`src/rtl/adder_tree_pkg.sv`:
```
// Shared widths, width helpers and payload layout for the adder-tree scheduler.
// Optional feature macro used by this slice: ADDER_TREE_SCHED_RR_EN (round-robin arbitration).
package adder_tree_pkg;

  localparam int unsigned A_W_DEF  = 4;
  localparam int unsigned C_W_DEF  = 8;
  localparam int unsigned ID_W_DEF = 2;

  function automatic int unsigned sum1_width(input int unsigned a_w);
    return a_w + 1;
  endfunction

  function automatic int unsigned sum2_width(input int unsigned c_w);
    return c_w + 1;
  endfunction

  function automatic int unsigned sum3_width(input int unsigned c_w);
    return c_w + 2;
  endfunction

  // Stage payload at the default configuration (4 requesters, A_W_DEF, C_W_DEF).
  typedef struct packed {
    logic [A_W_DEF:0]    sum1;
    logic [C_W_DEF:0]    sum2;
    logic [C_W_DEF+1:0]  sum3;
    logic [ID_W_DEF-1:0] id;
  } payload_t;

endpackage

```
`src/rtl/adder_tree_scheduler_arb.sv`:
```
// One-hot requester arbiter: round-robin when ADDER_TREE_SCHED_RR_EN is defined,
// otherwise fixed priority with the lowest index winning and no pointer state.
module rr_arbiter #(
  parameter int unsigned NUM_REQ = 4
) (
  input  logic               clk,
  input  logic               rst_n,
  input  logic [NUM_REQ-1:0] req_i,
  input  logic               adv_i,
  output logic [NUM_REQ-1:0] grant_o
);

  function automatic logic [NUM_REQ-1:0] lowest_one(input logic [NUM_REQ-1:0] x);
    return x & (~x + NUM_REQ'(1));
  endfunction

`ifdef ADDER_TREE_SCHED_RR_EN
  localparam int unsigned IdxW = $clog2(NUM_REQ);

  logic [IdxW-1:0]    last_q;
  logic [IdxW-1:0]    gnt_idx;
  logic [NUM_REQ-1:0] above_mask;
  logic [NUM_REQ-1:0] req_above;

  // Requesters after the pointer win first; wrap to the lowest index otherwise.
  always_comb begin
    above_mask = '0;
    for (int unsigned i = 0; i < NUM_REQ; i++) begin
      above_mask[i] = (i > 32'(last_q));
    end
    req_above = req_i & above_mask;
    grant_o   = (|req_above) ? lowest_one(req_above) : lowest_one(req_i);
  end

  always_comb begin
    gnt_idx = '0;
    for (int unsigned i = 0; i < NUM_REQ; i++) begin
      if (grant_o[i]) begin
        gnt_idx |= IdxW'(i);
      end
    end
  end

  // adv_i is high only when the granted requester actually transfers.
  always_ff @(posedge clk or negedge rst_n) begin
    if (!rst_n) begin
      last_q <= IdxW'(NUM_REQ - 1);
    end else if (adv_i) begin
      last_q <= gnt_idx;
    end
  end
`else
  logic unused_arb_inputs;
  assign unused_arb_inputs = ^{clk, rst_n, adv_i};

  always_comb begin
    grant_o = lowest_one(req_i);
  end
`endif

endmodule

```
`src/rtl/adder_tree_scheduler.sv`:
```
// Shares one registered two-level adder tree among NUM_REQ requesters with in-order tagged
// results. Arbitration policy is selected by ADDER_TREE_SCHED_RR_EN (see rr_arbiter).
module adder_tree_scheduler
  import adder_tree_pkg::*;
#(
  parameter int unsigned NUM_REQ = 4,
  parameter int unsigned A_W     = A_W_DEF,
  parameter int unsigned C_W     = C_W_DEF,
  parameter int unsigned ID_W    = $clog2(NUM_REQ)
) (
  input  logic                        clk,
  input  logic                        rst_n,
  input  logic [NUM_REQ-1:0]          req_valid_i,
  output logic [NUM_REQ-1:0]          req_ready_o,
  input  logic [NUM_REQ*A_W-1:0]      req_a_i,
  input  logic [NUM_REQ*A_W-1:0]      req_b_i,
  input  logic [NUM_REQ*C_W-1:0]      req_c_i,
  input  logic [NUM_REQ*C_W-1:0]      req_d_i,
  output logic                        res_valid_o,
  input  logic                        res_ready_i,
  output logic [sum1_width(A_W)-1:0]  res_sum1_o,
  output logic [sum2_width(C_W)-1:0]  res_sum2_o,
  output logic [sum3_width(C_W)-1:0]  res_sum3_o,
  output logic [ID_W-1:0]             res_id_o,
  output logic                        busy_o
);

  localparam int unsigned S1W = sum1_width(A_W);
  localparam int unsigned S2W = sum2_width(C_W);
  localparam int unsigned S3W = sum3_width(C_W);

  typedef struct packed {
    logic [S1W-1:0]  sum1;
    logic [S2W-1:0]  sum2;
    logic [S3W-1:0]  sum3;
    logic [ID_W-1:0] id;
  } stage_t;

  logic               s1_valid_q, s2_valid_q;
  stage_t             s1_q, s1_d;
  stage_t             s2_q, s2_d;
  logic               adv1, adv2, accept;
  logic [NUM_REQ-1:0] grant;
  logic [A_W-1:0]     a_sel, b_sel;
  logic [C_W-1:0]     c_sel, d_sel;
  logic [ID_W-1:0]    id_sel;

  assign adv2 = !s2_valid_q || res_ready_i;
  assign adv1 = !s1_valid_q || adv2;
  // Gated by rst_n so no requester sees ready while the block is held in reset.
  assign accept = adv1 && (|req_valid_i) && rst_n;

  rr_arbiter #(
    .NUM_REQ (NUM_REQ)
  ) u_arb (
    .clk     (clk),
    .rst_n   (rst_n),
    .req_i   (req_valid_i),
    .adv_i   (accept),
    .grant_o (grant)
  );

  assign req_ready_o = grant & {NUM_REQ{accept}};

  always_comb begin
    a_sel  = '0;
    b_sel  = '0;
    c_sel  = '0;
    d_sel  = '0;
    id_sel = '0;
    for (int unsigned i = 0; i < NUM_REQ; i++) begin
      if (grant[i]) begin
        a_sel  |= req_a_i[i*A_W +: A_W];
        b_sel  |= req_b_i[i*A_W +: A_W];
        c_sel  |= req_c_i[i*C_W +: C_W];
        d_sel  |= req_d_i[i*C_W +: C_W];
        id_sel |= ID_W'(i);
      end
    end
  end

  always_comb begin
    s1_d      = '0;
    s1_d.sum1 = S1W'(a_sel) + S1W'(b_sel);
    s1_d.sum2 = S2W'(c_sel) + S2W'(d_sel);
    s1_d.id   = id_sel;
  end

  always_comb begin
    s2_d      = s1_q;
    s2_d.sum3 = S3W'(s1_q.sum1) + S3W'(s1_q.sum2);
  end

  always_ff @(posedge clk or negedge rst_n) begin
    if (!rst_n) begin
      s1_valid_q <= 1'b0;
      s2_valid_q <= 1'b0;
      s1_q       <= '0;
      s2_q       <= '0;
    end else begin
      if (adv2) begin
        s2_valid_q <= s1_valid_q;
        if (s1_valid_q) begin
          s2_q <= s2_d;
        end
      end
      if (adv1) begin
        s1_valid_q <= accept;
        if (accept) begin
          s1_q <= s1_d;
        end
      end
    end
  end

  // S1 never computes sum3; the field exists only to share the stage layout.
  logic unused_s1_sum3;
  assign unused_s1_sum3 = ^s1_q.sum3;

  assign res_valid_o = s2_valid_q;
  assign res_sum1_o  = s2_q.sum1;
  assign res_sum2_o  = s2_q.sum2;
  assign res_sum3_o  = s2_q.sum3;
  assign res_id_o    = s2_q.id;
  assign busy_o      = s1_valid_q | s2_valid_q;

endmodule

```
`config.mk`:
```
export PLATFORM = sky130hd
export DESIGN_NAME = adder_tree_scheduler
export DESIGN_NICKNAME = d
export VERILOG_FILES = /design/src/rtl/adder_tree_pkg.sv /design/src/rtl/adder_tree_scheduler_arb.sv /design/src/rtl/adder_tree_scheduler.sv
export SDC_FILE = /design/constraint.sdc
export NUM_CORES = 1
export LEC_CHECK = 0
export BUFFER_PORTS_ARGS = -buffer_cell sky130_fd_sc_hd__clkbuf_2
export CORE_AREA = 5 5 106 108
export DETAILED_ROUTE_END_ITERATION = 12
export DIE_AREA = 0 0 111 113
export PLACE_DENSITY_LB_ADDON = 0.3
export SLEW_MARGIN = 20
export SYNTH_ARGS = -nofsm -noshare
export SYNTH_HDL_FRONTEND = slang
export SYNTH_SLANG_ARGS = --single-unit
```
`constraint.sdc`:
```
create_clock -name clk -period 2.85 [get_ports clk]
set_input_delay 0.57 -clock clk [delete_from_list [all_inputs] [get_ports clk]]
set_output_delay 0.57 -clock clk [all_outputs]
set_load 0.01 [all_outputs]
```
==> impl_summary.md, run 1 <==
Synthesis
A synthesized cell averages 8.51 sq um. The synthesized area is 3040 sq um. Among all flip-flop cells after synthesis, the most frequent one is sky130_fd_sc_hd__dfrtp_1. The warning count from the yosys run is 0. The fraction of synthesis flops using an asynchronous set or reset pin is 1.00. The share of synthesized area in the top cell type comes to 0.362. The synthesized netlist cell count is 357. The synthesis-stage register bit count is 44. The largest family of logic cells by synthesized area is compound AO/OA/AOI/OAI gates. In this run, synthesis inferred 0 flip-flops with an integrated enable. Synthesis produced a netlist with a net count of 480.

The dominant cell by count in the synthesized netlist is sky130_fd_sc_hd__nand2_1. Of the total synthesized cell area, the portion taken by full adders, half adders and majority gates is 0.0897. The commonest cells after synthesis are 73 x sky130_fd_sc_hd__nand2_1, 44 x sky130_fd_sc_hd__a22oi_1, 44 x sky130_fd_sc_hd__dfrtp_1. The area fraction in compound gates after synthesis is 0.321. The count of unique library cells instantiated by Yosys is 40. Of the total synthesized cell area, the portion taken by AND, OR, NAND and NOR gates is 0.159. Of the total synthesized cell area, the portion taken by XOR and XNOR cells is 0.0144.

After synthesis, the cell types taking the most area are sky130_fd_sc_hd__dfrtp_1 36%, sky130_fd_sc_hd__a22oi_1 11%, sky130_fd_sc_hd__nand2_1 9.0%. Of the post-synthesis cell area, the part taken by muxes is 0.00329. For this run, the register share of the synthesized area comes to 0.362. The cell type contributing the most total cell area after synthesis is sky130_fd_sc_hd__dfrtp_1.

Power
The share of total power dissipated in the clock network is 0.201. The power density over the cells is 584 nW/um^2. Of the total power, registers draw 0.397. The internal power of the cells totals 1490 uW. IR analysis of the VDD net gives a maximum drop of 249 uV. The combinational power share is 0.402. The analysis attributes to net switching a power of 878 uW. The switching share of total power is 0.371. The analysis attributes to cell leakage a power of 0.00206 uW.

Clock network
Once the clock tree was built, the resizer swapped 0 gates to a different size. The number of buffers on the longest clock path is 2. The insertion delay of the later-clocked pin in the worst-skew pair is 300 ps. Clock-pin slew was measured on the worst setup and hold paths at 90 ps. CTS saw 44 sinks. TritonCTS built the clock tree. The root buffer cell chosen for the clock tree is sky130_fd_sc_hd__clkbuf_8. In this run the number of H-tree levels came out at 2. The quantity of hold-fixing buffers added after cts is 0. After clock tree synthesis, the setup repair step added 0 buffers. The TritonCTS buffer count is 5.

Global route
The global-route wire length before repair is 15600 um. In the global route stage, overall resource usage came out at 0.151. Summed over all layers, the global routing overflow is 0. The via count of the first global-routing pass is 3171. The initial antenna violation count is 0.

The pin count of the biggest net entering global routing is 45.

STA
The count of pins over their slew limit was 0. Setup slack closes at 304 ps. Setup repair after global routing left no endpoint under its margin.

In the finished design, the share of the clock period the worst path needs comes to 0.893. The slew of the pin with the lowest slew margin is 686 ps. The hold violation total from the final report came to 0. The final critical-path required period is 2550 ps.

For this run, the top clock speed supported by timing is 393 MHz. The worst clock skew is 12.6 ps. The number of failing setup endpoints in the final timing report is 0. The worst pin sits at a relative slew slack of 0.543.

Place
During placement, the flow inserted port buffers numbering 134. The number of cells after detailed placement is 626. The congestion estimate from routability-driven global placement came to 0.874. In this run the cell area measured after placement is 3940 sq um. The minimum setup slack after placement is -103 ps. The estimated wirelength of the detail-placed design is 7890 um.

Final layout
Relative to the synthesized area, the layout overhead comes to 33.4%. For this run, the number of standard cells in the final layout without fillers is 634. The number of antenna cells inserted is 0.

In the final layout, the share of cells above drive strength 1 is 0.347. The final design area excluding fillers is 4060 sq um. The number of nets in the final layout is 620. Measured on the finished design, the core utilization comes to 0.400. The filler cells instantiated in the layout total 1050.

Worst setup path
The worst register-to-register path has a setup slack of 730 ps. The worst setup path category is input port to flip-flop. The required time reported for the critical path endpoint is 3060 ps.

Of all nets on the critical path, the largest fanout is 6. STA classifies the critical path endpoint as a flip-flop. The startpoint identified for the worst register-to-register timing path is s1_q[12]$_DFFE_PN0P_. The number of cell instances on the worst register-to-register path is 7. The capturing point of the worst reg2reg path is res_sum3_o[8]$_DFFE_PN0P_. STA puts the critical path data arrival time at 2760 ps. The critical path startpoint category is an input port.

Drt
The highest metal layer used by the detailed router is met4. The violation count after the first detailed-route iteration is 147. The total met3 wirelength after detailed routing is 673 um. The routed layout has 3149 vias. The detailed-route wire length is 9540 um. The average wire length per cell after detail routing is 15.0 um. In the final routing, the length of wire on met1 measures 4460 um. Before antenna repair, the detailed router went through 4 iterations. After detailed routing, the number of remaining DRC violations is 0.

The wire length on met2 is 4240 um. The number of routed nets with antenna violations is 0. Using the TritonRoute via totals, the vias-per-cell ratio works out to 4.97.

Outcome
The flow ran to the end, and the final reports show no timing, DRC or antenna violations.

Run
The count of maximum capacitance violations is 0.

Floorplan
The die is 111 um wide. The die covers 12500 sq um. The area of the placeable core is 10100 sq um. The floorplan has 37 rows.

During I/O placement, the number of pins put on the boundary was 135. The initial core utilization is 0.300. The die is 113 um tall.

Hold path
The tightest min-delay check is of the input port to asynchronous set/reset pin type.
-- through the flow --
| stage | total power, uW | hold WS, ps | setup TNS (ps) |
|---|---|---|---|
| 2_1_floorplan | 1510 | 274 | 0 |
| 3_3_place_gp | 1890 | 460 | 0 |
| 5_1_grt | 2570 | 471 | 0 |
| 4_1_cts | 2400 | 439 | 0 |
| 6_report | 2370 | 410 | 0 |
| 3_5_place_dp | 1920 | 462 | -208 |
-- power groups by stage --
stage	clock network [uW]	registers, uW	logic (uW)
floorplan	0	978	528
global route	517	970	1080
global placement	0	948	946
CTS	488	942	965
detailed placement	0	956	960
finish	476	940	952
-- how the worst max path moves through the flow --
stage	start	end	slack, ps
after detailed placement	req_valid_i[1]	s1_q[20]$_DFFE_PN0P_	-100
after global routing	req_valid_i[1]	s1_q[20]$_DFFE_PN0P_	30
after floorplan	req_valid_i[1]	s1_q[20]$_DFFE_PN0P_	30
after CTS	req_valid_i[1]	s1_q[20]$_DFFE_PN0P_	210
final	req_valid_i[1]	s1_q[20]$_DFFE_PN0P_	300
after global placement	req_valid_i[0]	s1_q[20]$_DFFE_PN0P_	80
-- sequential cells by signal, indices dropped and copies added (netlist names) --
name,flops
res_valid_o,1
res_sum3_o,10
res_sum2_o,9
res_id_o,2
s1_q,16
res_sum1_o,5
s1_valid_q,1
-- placed cells by master, fill, tap and decap left out, types with 3 or more instances in the layout --
| master | count |
|---|---|
| sky130_fd_sc_hd__o21a_1 | 6 |
| sky130_fd_sc_hd__a22oi_1 | 44 |
| sky130_fd_sc_hd__nor3_1 | 4 |
| sky130_fd_sc_hd__o211ai_1 | 8 |
| sky130_fd_sc_hd__clkbuf_8 | 5 |
| sky130_fd_sc_hd__a21o_1 | 7 |
| sky130_fd_sc_hd__xor2_1 | 5 |
| sky130_fd_sc_hd__clkbuf_2 | 134 |
| sky130_fd_sc_hd__ha_1 | 17 |
| sky130_fd_sc_hd__buf_4 | 24 |
| sky130_fd_sc_hd__fa_1 | 3 |
| sky130_fd_sc_hd__a2111o_1 | 3 |
| sky130_fd_sc_hd__a221oi_1 | 4 |
| sky130_fd_sc_hd__a221o_1 | 4 |
| sky130_fd_sc_hd__nand2_1 | 73 |
| sky130_fd_sc_hd__a211oi_1 | 5 |
| sky130_fd_sc_hd__nor2b_1 | 5 |
| sky130_fd_sc_hd__dfrtp_1 | 44 |
| sky130_fd_sc_hd__nand3_1 | 3 |
| sky130_fd_sc_hd__inv_1 | 9 |
| sky130_fd_sc_hd__or2_2 | 4 |
| sky130_fd_sc_hd__a21oi_1 | 7 |
| sky130_fd_sc_hd__o21ai_0 | 40 |
| sky130_fd_sc_hd__nor2_1 | 14 |
-- worst max-delay path: stages --
cell                       delay (ps)
sky130_fd_sc_hd__clkbuf_2         140
sky130_fd_sc_hd__nor3_1           260
sky130_fd_sc_hd__and2_2           270
sky130_fd_sc_hd__a22oi_1           80
sky130_fd_sc_hd__o21ai_0          110
sky130_fd_sc_hd__ha_1             200
sky130_fd_sc_hd__inv_1             50
sky130_fd_sc_hd__fa_1             380
sky130_fd_sc_hd__nor2b_1          160
sky130_fd_sc_hd__o31a_1           220
sky130_fd_sc_hd__o211ai_1         120
sky130_fd_sc_hd__a211oi_1         200
-- logic make-up (layout without fill, tap and decap cells) --
| family | count (synthesis) | in the layout |
|---|---|---|
| AOI/OAI and AO/OA | 140 | 140 |
| xor gates and xnor gates | 5 | 5 |
| adders and majority gates | 20 | 20 |
| buffers and inverters | 34 | 175 |
| DFF | 44 | 44 |
| muxes | 1 | 1 |
| and+or+nand+nor | 113 | 113 |
-- metal layers --
metal,global-route usage,vias up
met3,0.0380,10
li1,-,1589
met4,0.0427,0
met2,0.239,122
met5,0,-
met1,0.206,1428
-- layout make-up --
cell class,instances,area (sq um),share of cell area
clock inverters,3,42.5,0.0105
well taps,136,170,0.0420
multi-input cells,279,1790,0.441
repair buffers,158,851,0.210
flip-flops and latches,44,1100,0.272
inverters,9,33.8,0.00833
clock buffers,5,68.8,0.0170
Power figures use the tool's default switching activity.
==> run 2: changes to the inputs <==
--- a/config.mk
+++ b/config.mk
@@ -7,9 +7,12 @@
 export LEC_CHECK = 0
 export BUFFER_PORTS_ARGS = -buffer_cell sky130_fd_sc_hd__clkbuf_2
 export CORE_AREA = 5 5 106 108
+export CTS_CLUSTER_SIZE = 12
 export DETAILED_ROUTE_END_ITERATION = 12
 export DIE_AREA = 0 0 111 113
+export GPL_TIMING_DRIVEN = 0
 export PLACE_DENSITY_LB_ADDON = 0.3
+export RECOVER_POWER = 50
 export SLEW_MARGIN = 20
 export SYNTH_ARGS = -nofsm -noshare
 export SYNTH_HDL_FRONTEND = slang
==> run 2 against run 1 <==
  * Worst hold slack lost 220 ps
  * Register-to-register slack better by 30 ps
  * Critical path depth increased by 1
  * Total power about the same
  * Via count grew 2.4%
  * Final cell count is 0.95% higher
  * Routed wire length rose by 5.9%
  * Count of clock-buffer cells in the layout stayed put
  * Clock skew fell by 3.2 ps
==> impl_summary.md, run 2 (synthesized netlist as in run 1, its figures left out) <==
Outcome
The flow ran to the end, and the final reports show no timing, DRC or antenna violations.

Floorplan
The initialized floorplan defines 37 standard-cell rows. 135 I/O pins were placed. The total area inside the core boundary comes to 10100 sq um. The die covers 12500 sq um. The initial utilization of the core area, before any placement, comes to 0.300. The die is 113 um tall. From left edge to right edge, the die measures 111 um.

STA
The hold violation total from the final report is 0. The headroom to the max-slew limit is 0.588. The count of pins over their slew limit came to 0. Setup repair after global routing left no endpoint under its margin. The clock period could shrink to 2700 ps.

The tightest hold path in the finished design has a slack of 190 ps. Based on the critical path, the design can be clocked at up to 370 MHz. In the finished design, the share of the clock period the worst path needs comes to 0.949. The number of failing setup endpoints in the final timing report is 0.

Between clock sinks in the finished design, the worst skew comes to 9.32 ps. At the pin with the least slew margin, the transition time is 611 ps. Setup total negative slack on the finished layout was measured at 0 ps.

Final layout
The number of nets in the final layout is 626. More flip-flops sit in one register than any other, and that register is s1_q. In the layout the commonest cells are 125 x sky130_fd_sc_hd__clkbuf_2, 73 x sky130_fd_sc_hd__nand2_1, 44 x sky130_fd_sc_hd__a22oi_1, 44 x sky130_fd_sc_hd__dfrtp_1, 36 x sky130_fd_sc_hd__o21ai_0.

Of the cells placed in the final design, the portion with a size suffix greater than 1 is 0.323. The commonest non-fill, non-tap cell in the layout is sky130_fd_sc_hd__clkbuf_2. Across the whole layout, storage elements account for 1100 sq um. After filler insertion, the fill cell instance count of the layout stands at 1080. The number of flip-flops in the largest register is 16.

The footprint of the multi-input gates is 1800 sq um. The repair_antennas step left the layout with diodes totalling 0. Relative to the synthesized area, the layout overhead comes to 33.8%.

Worst setup path
The worst stage delay on the critical path is 470 ps. Data on the critical path arrives at its endpoint at 2910 ps. The cell occurring most often along the worst timing path is sky130_fd_sc_hd__buf_6.

The number of cell instances on the worst register-to-register path is 7. The maximum fanout count along the critical path is 10. The worst setup path category is input port to flip-flop. The gate family responsible for the most delay along the worst path is compound AO/OA/AOI/OAI gates. The worst setup path is launched from an input port. In this run the worst setup path begins at req_valid_i[1]. The number of buffers and inverters on the critical path is 4. The critical path goes through clkbuf_2 -> buf_6 -> nor3_4 -> and2_1 -> buf_6 -> buf_2 -> a22oi_1 -> o21ai_0 -> ha_1 -> o21a_1 -> a21oi_1 -> or4_1 -> o211ai_1. The critical path endpoint category is a flip-flop. The endpoint identified for the worst register-to-register timing path is res_sum3_o[8]$_DFFE_PN0P_.

The required time reported for the critical path endpoint is 3060 ps. The startpoint identified for the worst register-to-register timing path is s1_q[21]$_DFFE_PN0P_. The setup slack of the worst register-to-register path is 760 ps. The termination of the worst setup path is s1_q[19]$_DFFE_PN0P_. The critical path runs through a total of 13 cells.

The slowest stage of the critical path is the sky130_fd_sc_hd__or4_1 cell.

Clock network
The insertion delay of the later-clocked pin in the worst-skew pair is 300 ps. In this run, CTS created clock tree buffers numbering 5. The clock drives 44 sinks.

The root buffer cell chosen for the clock tree is sky130_fd_sc_hd__clkbuf_8. The H-tree depth is 2. The number of buffers on the longest clock path is 2. Clock-pin slew was measured on the worst setup and hold paths at 80 ps. TritonCTS built the clock tree.

Global route
The global-route wire length before repair is 15900 um. After global routing the overflow that remains totals 0. The pin count of the biggest net entering global routing is 46. The via count of the first global-routing pass is 3373. The initial antenna violation count is 0. The overall routing resource usage is 0.154.

Drt
The number of remaining DRC errors is 0. The via density per instance is 5.04. The average wire length per cell after detail routing is 15.8 um. In the detailed route, the total length drawn on met3 is 771 um. In this run the remaining antenna-violating nets after routing total 0.

The routed metal-1 wire length is 4640 um. The wire length on met2 is 4490 um. After detailed routing, no signal wire sits above met4. The total iterations of the first detailed-routing run is 4.

The violation count after the first detailed-route iteration is 152. For this block, the routed nets add up to 10100 um of wire. Detailed routing inserted a total of 3226 vias.

Run
The count of maximum capacitance violations is 0.

Power
In this run the power density over the cells is 582 nW/um^2. The peak supply drop is 279 uV. The leakage power figure is 0.00202 uW.

Place
The number of buffers inserted by port buffering is 134. The routability congestion estimate from global placement is 0.855. Detailed placement finished with a half-perimeter wire length of 8160 um.

Hold path
In this run the worst hold path is classified as input port to asynchronous set/reset pin.
## run 2: cell count changes in the layout (fill, tap and decap cells not counted), sizes merged
cell	delta
buf	-5
clkbuf	+11
## run 2: worst min path at each step
| stage | cells past startpoint | end | slack (ps) | start |
|---|---|---|---|---|
| finish | 1 | res_sum3_o[9]$_DFFE_PN0P_ | 190 | rst_n |
| global route | 1 | res_sum3_o[7]$_DFFE_PN0P_ | 210 | rst_n |
| CTS | 1 | s1_q[1]$_DFFE_PN0P_ | 200 | rst_n |
| detailed placement | 2 | res_sum1_o[0]$_DFFE_PN0P_ | 460 | res_sum1_o[0]$_DFFE_PN0P_ |
| global placement | 2 | res_id_o[1]$_DFFE_PN0P_ | 460 | res_id_o[1]$_DFFE_PN0P_ |
| floorplan | 0 | res_id_o[0]$_DFFE_PN0P_ | 270 | rst_n |
## run 2: report_power, final
group	switching [uW]	total, uW	internal, uW	leakage [uW]
registers	133	938	805	0.000547
logic	541	951	410	0.00142
clock network	217	477	259	0.0000541
total	892	2370	1470	0.00202
## run 2: timing repair
action,CTS,global route
pin swaps,2,5
endpoints found under the setup margin,5,5
cloned,0,0
setup buffers,1,4
resized for setup,12,15
hold buffers,0,0
## run 2: area by class of cell
cell class	instances	share of cell area
clock buffer	5	0.0169
timing repair buffer	139	0.172
sequential	44	0.271
inverter	9	0.00831
multi-input combinational	279	0.442
clock inverter	3	0.0105
buffer	25	0.0375
tap	136	0.0418
## run 2: worst reg2reg max path: cells and delay by family (launching register included)
family / cells / cell delay (ps)
buf+inv: 1 / 60
fa+ha+maj: 2 / 610
compound gates: 3 / 750
flops: 1 / 410
simple gates: 1 / 170
## run 2: per-layer routing
layer	vias up	track usage
met5	-	0
met4	0	0.0427
met3	18	0.0444
met2	147	0.245
met1	1456	0.204
li1	1605	-
## run 2: stage by stage
stage           util  std cells  power [uW]  instance area [sq um]  worst slack [ps]
2_1_floorplan      -        357        1510                   3040              28.3
3_3_place_gp   0.383        627        1880                   3880              -553
6_report       0.401        640        2370                   4070               146
4_1_cts        0.398        636        2390                   4030              7.41
3_5_place_dp   0.383        627        1900                   3880              -583
5_1_grt        0.401        640        2550                   4070              10.5
